==> src/rtl/ps2_host_tx_if.sv <==
// ps2_host_tx_if: command handshake and open-drain PS/2 line bundle for the host transmitter
interface ps2_host_tx_if;
  logic [7:0] tx_data;
  logic       tx_valid;
  logic       tx_ready;
  logic       busy;
  logic       tx_done;
  logic       tx_err;
  logic       ps2_clk_i;
  logic       ps2_data_i;
  logic       ps2_clk_oe;
  logic       ps2_data_oe;
  modport master (
    output tx_data, tx_valid, ps2_clk_i, ps2_data_i,
    input  tx_ready, busy, tx_done, tx_err, ps2_clk_oe, ps2_data_oe
  );
  modport slave (
    input  tx_data, tx_valid, ps2_clk_i, ps2_data_i,
    output tx_ready, busy, tx_done, tx_err, ps2_clk_oe, ps2_data_oe
  );
endinterface

==> src/rtl/ps2_host_tx.sv <==
// ps2_host_tx: PS/2 host-to-device command transmitter with clock inhibit, ACK check and timeout
module ps2_host_tx #(
  parameter int INHIBIT_CYCLES = 10000,
  parameter int TIMEOUT_CYCLES = 2000000,
  parameter int FILTER_LEN     = 8
) (
  input logic          clk,
  input logic          rst_n,
  ps2_host_tx_if.slave bus
);
  localparam int CW = $clog2((TIMEOUT_CYCLES > INHIBIT_CYCLES ? TIMEOUT_CYCLES : INHIBIT_CYCLES) + 1);
  localparam int FW = $clog2(FILTER_LEN + 1);
  typedef enum logic [2:0] {IDLE, INHIBIT, SEND, ACK, WAIT_IDLE} state_t;
  state_t state, state_d;
  logic [1:0] clk_s, dat_s;
  logic [FW-1:0] f_cnt;
  logic filt, fall;
  logic [CW-1:0] cnt, cnt_d;
  logic [3:0] bitcnt, bitcnt_d;
  logic [7:0] sr, sr_d;
  logic par, par_d, ack_ok, ack_ok_d;
  logic clk_oe, clk_oe_d, data_oe, data_oe_d, done, done_d, err, err_d;
  logic fin;
  // fall strobes in the cycle the filtered clock takes its new low level
  always_ff @(posedge clk or negedge rst_n)
    if (!rst_n) begin
      clk_s <= 2'b11;
      dat_s <= 2'b11;
      f_cnt <= '0;
      filt <= 1'b1;
      fall <= 1'b0;
    end else begin
      clk_s <= {clk_s[0], bus.ps2_clk_i};
      dat_s <= {dat_s[0], bus.ps2_data_i};
      fall <= 1'b0;
      if (clk_s[1] == filt) f_cnt <= '0;
      else if (f_cnt == FW'(FILTER_LEN - 1)) begin
        filt <= clk_s[1];
        f_cnt <= '0;
        fall <= filt;
      end else f_cnt <= f_cnt + FW'(1);
    end
  always_ff @(posedge clk or negedge rst_n)
    if (!rst_n) begin
      state <= IDLE;
      cnt <= '0;
      bitcnt <= '0;
      sr <= '0;
      par <= 1'b0;
      ack_ok <= 1'b0;
      clk_oe <= 1'b0;
      data_oe <= 1'b0;
      done <= 1'b0;
      err <= 1'b0;
    end else begin
      state <= state_d;
      cnt <= cnt_d;
      bitcnt <= bitcnt_d;
      sr <= sr_d;
      par <= par_d;
      ack_ok <= ack_ok_d;
      clk_oe <= clk_oe_d;
      data_oe <= data_oe_d;
      done <= done_d;
      err <= err_d;
    end
  always_comb begin
    state_d = state;
    cnt_d = cnt;
    bitcnt_d = bitcnt;
    sr_d = sr;
    par_d = par;
    ack_ok_d = ack_ok;
    clk_oe_d = clk_oe;
    data_oe_d = data_oe;
    done_d = 1'b0;
    err_d = 1'b0;
    fin = 1'b0;
    case (state)
      IDLE: if (bus.tx_valid) begin
        state_d = INHIBIT;
        cnt_d = '0;
        bitcnt_d = '0;
        sr_d = bus.tx_data;
        par_d = ~^bus.tx_data;
        clk_oe_d = 1'b1;
      end
      INHIBIT: begin
        cnt_d = cnt + CW'(1);
        if (cnt == CW'(INHIBIT_CYCLES - 2)) data_oe_d = 1'b1;
        if (cnt == CW'(INHIBIT_CYCLES - 1)) begin
          state_d = SEND;
          cnt_d = '0;
          clk_oe_d = 1'b0;
          data_oe_d = 1'b1;
        end
      end
      SEND: if (fall) begin
        bitcnt_d = bitcnt + 4'd1;
        data_oe_d = bitcnt < 4'd8 ? ~sr[bitcnt[2:0]] : bitcnt == 4'd8 ? ~par : 1'b0;
        if (bitcnt == 4'd9) state_d = ACK;
      end
      ACK: if (fall) begin
        ack_ok_d = ~dat_s[1];
        state_d = WAIT_IDLE;
      end
      WAIT_IDLE: if (filt && dat_s[1]) begin
        fin = 1'b1;
        done_d = ack_ok;
        err_d = ~ack_ok;
        state_d = IDLE;
      end
      default: state_d = IDLE;
    endcase
    // completion in the same cycle beats the timeout
    if (state inside {SEND, ACK, WAIT_IDLE}) begin
      cnt_d = cnt + CW'(1);
      if (cnt == CW'(TIMEOUT_CYCLES - 1) && !fin) begin
        state_d = IDLE;
        clk_oe_d = 1'b0;
        data_oe_d = 1'b0;
        err_d = 1'b1;
      end
    end
  end
  assign bus.tx_ready = state == IDLE;
  assign bus.busy = state != IDLE;
  assign bus.tx_done = done;
  assign bus.tx_err = err;
  assign bus.ps2_clk_oe = clk_oe;
  assign bus.ps2_data_oe = data_oe;
endmodule

==> src/flat_wrapper.sv <==
// flat-port wrapper written by rule: the top's interface ports become plain ports
module ps2_host_tx_flat 
#(
  parameter int INHIBIT_CYCLES = 10000,
  parameter int TIMEOUT_CYCLES = 2000000,
  parameter int FILTER_LEN     = 8
)
  (clk, rst_n, bus_tx_data, bus_tx_valid, bus_ps2_clk_i, bus_ps2_data_i, bus_tx_ready, bus_busy, bus_tx_done, bus_tx_err, bus_ps2_clk_oe, bus_ps2_data_oe);
  ps2_host_tx_if bus_i ();
  input logic clk;
  input logic rst_n;
  input wire logic [$bits(bus_i.tx_data)-1:0] bus_tx_data;
  input wire logic [$bits(bus_i.tx_valid)-1:0] bus_tx_valid;
  input wire logic [$bits(bus_i.ps2_clk_i)-1:0] bus_ps2_clk_i;
  input wire logic [$bits(bus_i.ps2_data_i)-1:0] bus_ps2_data_i;
  output wire logic [$bits(bus_i.tx_ready)-1:0] bus_tx_ready;
  output wire logic [$bits(bus_i.busy)-1:0] bus_busy;
  output wire logic [$bits(bus_i.tx_done)-1:0] bus_tx_done;
  output wire logic [$bits(bus_i.tx_err)-1:0] bus_tx_err;
  output wire logic [$bits(bus_i.ps2_clk_oe)-1:0] bus_ps2_clk_oe;
  output wire logic [$bits(bus_i.ps2_data_oe)-1:0] bus_ps2_data_oe;
  assign bus_i.tx_data = bus_tx_data;
  assign bus_i.tx_valid = bus_tx_valid;
  assign bus_i.ps2_clk_i = bus_ps2_clk_i;
  assign bus_i.ps2_data_i = bus_ps2_data_i;
  assign bus_tx_ready = bus_i.tx_ready;
  assign bus_busy = bus_i.busy;
  assign bus_tx_done = bus_i.tx_done;
  assign bus_tx_err = bus_i.tx_err;
  assign bus_ps2_clk_oe = bus_i.ps2_clk_oe;
  assign bus_ps2_data_oe = bus_i.ps2_data_oe;
  ps2_host_tx #(.INHIBIT_CYCLES(INHIBIT_CYCLES), .TIMEOUT_CYCLES(TIMEOUT_CYCLES), .FILTER_LEN(FILTER_LEN)) u_core (.clk(clk), .rst_n(rst_n), .bus(bus_i));
endmodule
==> config.mk <==
export PLATFORM = sky130hd
export DESIGN_NAME = ps2_host_tx_flat
export DESIGN_NICKNAME = d
export VERILOG_FILES = /design/src/rtl/ps2_host_tx_if.sv /design/src/rtl/ps2_host_tx.sv /design/src/flat_wrapper.sv
export SDC_FILE = /design/constraint.sdc
export NUM_CORES = 1
export LEC_CHECK = 0
export BUFFER_PORTS_ARGS = -buffer_cell sky130_fd_sc_hd__buf_2
export CORE_MARGIN = 4
export CORE_UTILIZATION = 45
export DETAILED_ROUTE_END_ITERATION = 10
export GPL_ROUTABILITY_DRIVEN = 0
export PLACE_DENSITY_LB_ADDON = 0.05
export RECOVER_POWER = 50
export SYNTH_ARGS = -nofsm -noshare
export SYNTH_HDL_FRONTEND = slang
export SYNTH_SLANG_ARGS = --single-unit
==> constraint.sdc <==
create_clock -name clk -period 2.27 [get_ports clk]
set_clock_uncertainty 0.15 [all_clocks]
set_input_delay 0.3405 -clock clk [delete_from_list [all_inputs] [get_ports clk]]
set_output_delay 0.3405 -clock clk [all_outputs]
set_load 0.01 [all_outputs]
**After elaboration in Yosys (flattened, before gate mapping)**

Cells that the tools add are included.

- Latch bits: 0
- Output and inout port bits: 6
- Input bits: 13
- Bits in registers: 52
- Word-level logic and storage cells: 96
- Memories kept: 0
- Memory bits (writable): 0
- ROM bits: 0

- Divide/modulo/power cells: 0
- Order comparisons: 2
- Add/subtract/negate cells: 3
- Reduce and logical (&&, ||, !) cells: 14
- Shift operators: 0
- Bitwise gates (word level): 5
- Eq/ne operators: 14
- $mul: 0
- Mux-type cells: 43

Operator list:

| cell | number |
|---|---|
| 2-to-1 mux 21 bit | 3 |
| equality test 21 x 14 -> 1 bit, second input constant | 2 |
| one-hot mux 21 bit (2 select lines) | 1 |
| 2-to-1 mux 3 bit | 8 |
| 2-to-1 mux 1 bit | 22 |
| adder 21 x 1 -> 21 bit, second input constant | 1 |
| equality test 21 bit, second input constant | 1 |
| 2-to-1 mux 4 bit | 4 |
| one-hot mux 3 bit (5 select lines) | 1 |
| nonzero test 3 bit | 3 |
| adder 4 x 1 -> 4 bit, second input constant | 2 |
| equality test 4 bit, second input constant | 2 |
| one-hot mux 4 bit (2 select lines) | 1 |
| AND reduction 2 bit | 4 |
| XNOR reduction 8 bit | 1 |
| equality test 3 x 2 -> 1 bit, second input constant | 2 |
| NOT 1 bit | 5 |
| equality test 4 x 3 -> 1 bit, second input constant | 1 |
| < comparator 3 x 4 -> 1 bit, second input constant | 1 |
| < comparator 4 bit, second input constant | 1 |
| one-hot mux 1 bit (2 select lines) | 2 |
| binary-select mux 1 bit (select 3 bit) | 1 |
| equality test 3 x 1 -> 1 bit, second input constant | 1 |
| equality test 3 bit, second input constant | 1 |
| other kinds (9) | 10 |

**Longest topological paths before layout**

Gate-level depths: netlist of run 1.

- Word-level depth: 8
- Mapped depth: 8
- Gate-level depth less buffers: 6

**Worst setup path before layout of run 1**

No wires, ideal clock.

- Kind: register -> register
- Start: register u_core.cnt[16]
- End: register u_core.state[0]
- Stages on the path, launching flop included: 6
- Data required time: 1.985 ns
- Period minus slack after synthesis: 2.103 ns
- Setup time: 0.135 ns
- Slack: 0.167 ns
- Buffers on the path: 0
- Arrival: 1.818 ns
- Path through: dfrtp_1 > or4_4 > or2_4 > nor4_4 > mux4_2 > nor3_1

- Word-level cells in the longest chain between the ends: 5
- Elaborated cells between the ends (all ways): 7
- Those cells by class: eq/ne: 2; mux: 4; reduce/logical: 1

Ends and longest elaborated chain:

| what | line | text |
|---|---|---|
| from (decl) | ps2_host_tx.sv:18 | `logic [CW-1:0] cnt, cnt_d;` |
| from (signal assigned) | ps2_host_tx.sv:57 | `cnt <= cnt_d;` |
| equality test 21 x 14 -> 1 bit | ps2_host_tx.sv:91 | `if (cnt == CW'(INHIBIT_CYCLES - 1)) begin` |
| 2-to-1 mux 3 bit | ps2_host_tx.sv:91 |  |
| one-hot mux 3 bit (5 select lines) | ps2_host_tx.sv:79 | `case (state)` |
| 2-to-1 mux 3 bit | ps2_host_tx.sv:118 | `if (cnt == CW'(TIMEOUT_CYCLES - 1) && !fin) begin` |
| 2-to-1 mux 3 bit * | ps2_host_tx.sv:116 | `if (state inside {SEND, ACK, WAIT_IDLE}) begin` |
| via u_core.state_d[0] | ps2_host_tx.sv:14 | `state_t state, state_d;` |
| to (signal assigned) | ps2_host_tx.sv:56 | `state <= state_d;` |
| to (decl) | ps2_host_tx.sv:14 |  |

The timed path passes the listed nets; every way through them passes the cells marked *.
A chain may end at the register's enable or synchronous reset.

**Final worst setup path of run 1**

- Start: register u_core.cnt[14]
- End: register u_core.cnt[1]

- Word-level cells in the longest chain between the ends: 4

Ends and longest elaborated chain:

| what | line |
|---|---|
| equality test 21 x 14 -> 1 bit | ps2_host_tx.sv:91 |
| 2-to-1 mux 21 bit | ps2_host_tx.sv:91 |
| one-hot mux 21 bit (2 select lines) | ps2_host_tx.sv:79 |
| 2-to-1 mux 21 bit | ps2_host_tx.sv:116 |

Every way passes these cells.

==> flow_summary.toml, run 1 <==
[run_status]
status = "completed"

[layout]
fill_cells = 560
final_util = 0.5457
layout_common_cells = "47 x dfrtp_1, 26 x nand2_1, 26 x buf_4"
finalNonFillerCells = 385
layout-drive-gt1-share = 0.2645
final_common_cell = "dfrtp_1"
area_growth_pct = 17.86
nNetsFinal = 327
antenna_cells = 0

[drt]
first_pass_iters = 4
routed_via_density = 5.649
post_drt_wl_per_cell_um = 14.96
drc_errors = 0
wl_met2_um = 2943
met3WireLength_um = 179
drt_iter0_drc = 97
ant_nets = 0
vias = 2175
met1_length_um = 2521
highest_layer = "met4"
totalWireLength_um = 5759

[power_and_ir_drop]
power.leakage_nw = 1.449
total_power_mw = 2.427
peakVddDrop_mv = 0.3800
p_per_area_nw_per_um2 = 755.5

[timing]
slew_headroom = 0.1470
min_period_ns = 2.168
period_share = 0.9549
finalSetupTns_ns = 0
setup-violations-final = 0
setup_ws_ns = 0.1024
hold_violations = 0
rsz0062_at_grt = "no"
drv_slew = 0
fmax_mhz = 461.3
worst_pin_slew_ns = 1.279

[worst_setup_path]
startpoint_type = "register"
critPathKind = "reg2reg"
worstPathArrival_ns = 2.23
cp_max_fo = 7
cp-end-kind = "register"
cp_data_required_time_ns = 2.33

[clock_network]
htree_num_levels = 2
cts_tree = "built"
clk_path_buf_depth = 2
cts-root-buf = "clkbuf_8"
clk_latency_ns = 0.31
cts.sink_count = 52
numCtsBuffers = 5
clkTransAtPathRegs_ns = 0.10

[synthesis]
yosysWarnings = 0
syn-num-nets = 281
seq_area_frac_synth = 0.4798
synth_cells = 263
synth_top_cell_area_share = 0.4316
synth-seq-cells = 52
avgSynthCellArea_um2 = 10.36
synth_area_leaders = "dfrtp_1 43%, dfstp_2 4.8%, mux2_2 4.1%"
synth_area_leader_cell = "dfrtp_1"
async_reset_ff_frac = 1.000
synth-edff-count = 0
yosysUniqueCellTypes = 52
synth_area_um2 = 2725
synth_ff_type = "dfrtp_1"

[placement]
dp_worst_setup_slack_ns = 0.1131
dp_hpwl_um = 4170
portBuffers = 18
placed_cells = 373

[die]
start_util = 0.4630
num_rows = 28
num_io_pins = 19
design.die.area_um2 = 7365
core_um2 = 5886
die_h_um = 85.82
die_w_um = 85.82

[global_routing]
overflow = 0
grt_pass1_vias = 2199
track_usage = 0.1741
antenna_found_initial = 0
grt_pass1_wl_um = 10290
grt_max_degree = 53

[hold_path]
hold_path.class = "in2reg"

[flow_run]
drv_cap = 0
==> worst max-delay path, cell delays in order (launching register included) <==
cell,delay [ns]
dfrtp_1,0.43
or4_4,0.55
nor4_4,0.28
a21oi_4,0.13
buf_12,0.16
buf_4,0.15
a22o_1,0.22
==> registers in the layout (all words and copies together), names as in the netlist, 2 cells and up <==
register,count
u_core.state,3
u_core.dat_s,2
u_core.f_cnt,4
u_core.bitcnt,4
u_core.sr,8
u_core.cnt,21
u_core.clk_s,2
==> logic make-up (layout without fill, tap and decap cells) <==
kind of cell / Yosys count / in the layout / synth area share
xor gates and xnor gates: 11 / 11 / 0.03536
buffers and inverters: 18 / 65 / 0.03443
DFF: 52 / 52 / 0.4798
adders and majority gates: 5 / 5 / 0.02296
AOI/OAI and AO/OA: 62 / 62 / 0.1442
muxes: 13 / 13 / 0.06611
and+or+nand+nor: 102 / 102 / 0.2172
==> path summary, 6_finish.rpt <==
kind | to | cells after the start | from | slack [ns]
max in group asynchronous | u_core.bitcnt[3] | 2 | rst_n | 0.98
hold / removal | u_core.bitcnt[2] | 2 | bus_tx_valid | 0.10
hold reg to reg | u_core.dat_s[1] | 0 | u_core.dat_s[0] | 0.21
setup / recovery | u_core.cnt[1] | 6 | u_core.cnt[14] | 0.10
setup reg to reg | u_core.cnt[1] | 6 | u_core.cnt[14] | 0.10
min in group asynchronous | u_core.cnt[1] | 2 | rst_n | 0.22
==> layout make-up <==
type	count	area, µm²	share of cell area
Timing Repair Buffer	48	330.3	0.1028
Inverter	9	33.78	0.01052
Clock inverter	3	27.53	0.008570
Clock buffer	5	68.82	0.02143
Multi-Input combinational cell	193	1350	0.4203
Sequential cell	52	1308	0.4071
Tap cell	75	93.84	0.02922
==> power breakdown <==
part	total [mW]	internal (mW)	switching, mW
Clock	0.573	0.227	0.346
Combinational	0.582	0.294	0.288
Sequential	1.27	1.09	0.183
Total	2.43	1.61	0.817
==> Yosys cell counts, types with 4 or more instances <==
| library cell | n |
|---|---|
| mux2_2 | 10 |
| dfstp_2 | 5 |
| nand4_1 | 4 |
| a21oi_1 | 16 |
| dfrtp_1 | 47 |
| a41oi_1 | 5 |
| and3_1 | 6 |
| nand2_1 | 26 |
| o21ai_0 | 13 |
| nor3_1 | 9 |
| a31oi_1 | 14 |
| ha_1 | 5 |
| nand3_1 | 15 |
| nor2_1 | 11 |
| inv_1 | 9 |
| xnor2_1 | 8 |
==> routing by layer <==
metal  GRT usage  vias up
li1            -     1064
met1      0.2182     1069
met2      0.2931       32
met3     0.04323       10
met4     0.06043        0
met5           0        -
==> stage by stage <==
| stage | hold slack [ns] | instance area, µm² |
|---|---|---|
| 2_1_floorplan | -0.1051 | 2725 |
| 3_3_place_gp | 0.1963 | 3048 |
| 3_5_place_dp | 0.1968 | 3048 |
| 4_1_cts | 0.003768 | 3164 |
| 5_1_grt | 0.1070 | 3212 |
| 6_report | 0.1020 | 3212 |
==> repair_timing <==
action | in CTS | in global routing
buffers inserted | 0 | 2
hold buffers | 2 | 0
endpoints found under the hold margin | 2 | 0
gates resized for setup | 0 | 3
endpoints found under the setup margin | 0 | 6
Power figures use the tool's default switching activity.
==> run 2: changes to the inputs <==
- RECOVER_POWER: 50 -> 100
- TNS_END_PERCENT: default -> 10
==> flow_summary.toml, run 2 (same netlist as run 1, synthesis figures left out) <==
[global_routing]
overflow = 0
grt_max_degree = 53
track_usage = 0.1741
grt_pass1_vias = 2199
grt_pass1_wl_um = 10290
antenna_found_initial = 0

[drt]
totalWireLength_um = 5753
first_pass_iters = 4
drt_iter0_drc = 94
routed_via_density = 5.613
ant_nets = 0
vias = 2161
post_drt_wl_per_cell_um = 14.94
drc_errors = 0

[worst_setup_path]
rrSetupSlack_ns = 0.09
critPathKind = "reg2reg"
startpoint = "u_core.cnt[14]"
reg2reg_depth = 6
path_cells = "or4_4, nor4_4, a21oi_4, buf_12, clkbuf_2, a22o_1"
cp_max_fo = 7
worstPathArrival_ns = 2.24
cp-endpoint = "u_core.cnt[1]"
max_stage_delay_ns = 0.55
cp-end-kind = "register"
critPathSlowestCell = "or4_4"
timing.rr.start = "u_core.cnt[14]"
reg2reg_to = "u_core.cnt[1]"
startpoint_type = "register"
cp_data_required_time_ns = 2.33

[timing]
setup-violations-final = 0
min_period_ns = 2.177
worst_pin_slew_ns = 1.286
period_share = 0.9592
fmax_mhz = 459.3
hold_violations = 0
rsz0062_at_grt = "no"
drv_slew = 0
finalSetupTns_ns = 0
setup_ws_ns = 0.09267
slew_headroom = 0.1425

[clock_network]
cts_tree = "built"
htree_num_levels = 2
clk_latency_ns = 0.31
numCtsBuffers = 5
cts-root-buf = "clkbuf_8"
clkTransAtPathRegs_ns = 0.10
clk_path_buf_depth = 2
cts.sink_count = 52

[power_and_ir_drop]
power_switching_share = 0.3376
clkPwrFrac = 0.237
power.leakage_nw = 1.416
power_switching_uw = 818.8
peakVddDrop_mv = 0.3806
pwr-share-comb = 0.240
intPower_mw = 1.607
p_seq_frac = 0.523
p_per_area_nw_per_um2 = 762.0

[run_status]
status = "completed"

[layout]
area_growth_pct = 16.80
layout_common_cells = "47 x dfrtp_1, 26 x nand2_1, 20 x buf_4"
top_regs = "u_core.cnt x21, u_core.sr x8"
nNetsFinal = 327
antenna_cells = 0
largest-register = "u_core.cnt"
largest_register_ffs = 21
final_common_cell = "dfrtp_1"
layout-drive-gt1-share = 0.2290

[die]
num_rows = 28
die_h_um = 85.82
core_um2 = 5886
num_io_pins = 19
design.die.area_um2 = 7365
die_w_um = 85.82
start_util = 0.4630

[placement]
dp_worst_setup_slack_ns = 0.1131
portBuffers = 18
dp_hpwl_um = 4170

[hold_path]
hold_path.class = "in2reg"

[flow_run]
drv_cap = 0
==> run 2: power groups by stage <==
stage / clock network, mW / logic [mW] / registers (mW)
final: 0.574 / 0.583 / 1.27
after detailed placement: 0 / 0.577 / 1.28
after global placement: 0 / 0.566 / 1.28
after global routing: 0.632 / 0.673 / 1.30
after CTS: 0.588 / 0.581 / 1.27
after floorplan: 0 / 0.381 / 1.23
==> run 2: through the flow <==
step	util	cell area, µm²	cells	power [mW]	hold WS (ns)
after detailed placement	0.5179	3048	373	1.862	0.1968
after global placement	0.5179	3048	373	1.851	0.1963
after CTS	0.5376	3164	383	2.438	0.003768
after global routing	0.5408	3183	385	2.604	0.1070
after floorplan	-	2725	263	1.616	-0.1051
final	0.5408	3183	385	2.425	0.1004
==> run 2: worst max-delay path: cells and delay by family (launching register included) <==
kind	cells	cell delay (ns)
AOI/OAI and AO/OA	2	0.37
buffers and inverters	2	0.30
DFF	1	0.43
and+or+nand+nor	2	0.83
==> run 2: worst min path at each step <==
| stage | startpoint | endpoint | slack [ns] | cells past startpoint |
|---|---|---|---|---|
| 6_report | bus_tx_valid | u_core.bitcnt[2] | 0.10 | 2 |
| 3_5_place_dp | u_core.dat_s[0] | u_core.dat_s[1] | 0.20 | 0 |
| 2_1_floorplan | rst_n | u_core.ack_ok | -0.11 | 0 |
| 4_1_cts | rst_n | u_core.cnt[10] | 0.004 | 2 |
| 5_1_grt | bus_tx_data[7] | u_core.sr[7] | 0.11 | 2 |
| 3_3_place_gp | u_core.dat_s[0] | u_core.dat_s[1] | 0.20 | 0 |
==> run 2: metal layers <==
layer | vias to the layer above | global-route usage | share of wire
li1 | 1065 | - | -
met1 | 1059 | 0.2182 | 0.45
met2 | 29 | 0.2931 | 0.51
met3 | 8 | 0.04323 | 0.028
met4 | 0 | 0.06043 | 0.014
met5 | - | 0 | 0
==> run 2: timing repair <==
item                                    CTS  global route
hold buffers                              2             0
endpoints found under the setup margin    0             6
setup buffers                             0             2
gates resized for setup                   0             3
hold endpoints to repair                  2             0
==> run 2: final cells by class <==
| type | count | area [µm²] |
|---|---|---|
| well taps | 75 | 93.84 |
| inverters | 9 | 33.78 |
| repair buffers | 48 | 306.5 |
| clock buffers | 5 | 68.82 |
| flip-flops and latches | 52 | 1308 |
| fillers | 565 | 2703 |
| clock inverters | 3 | 27.53 |
| multi-input cells | 193 | 1345 |
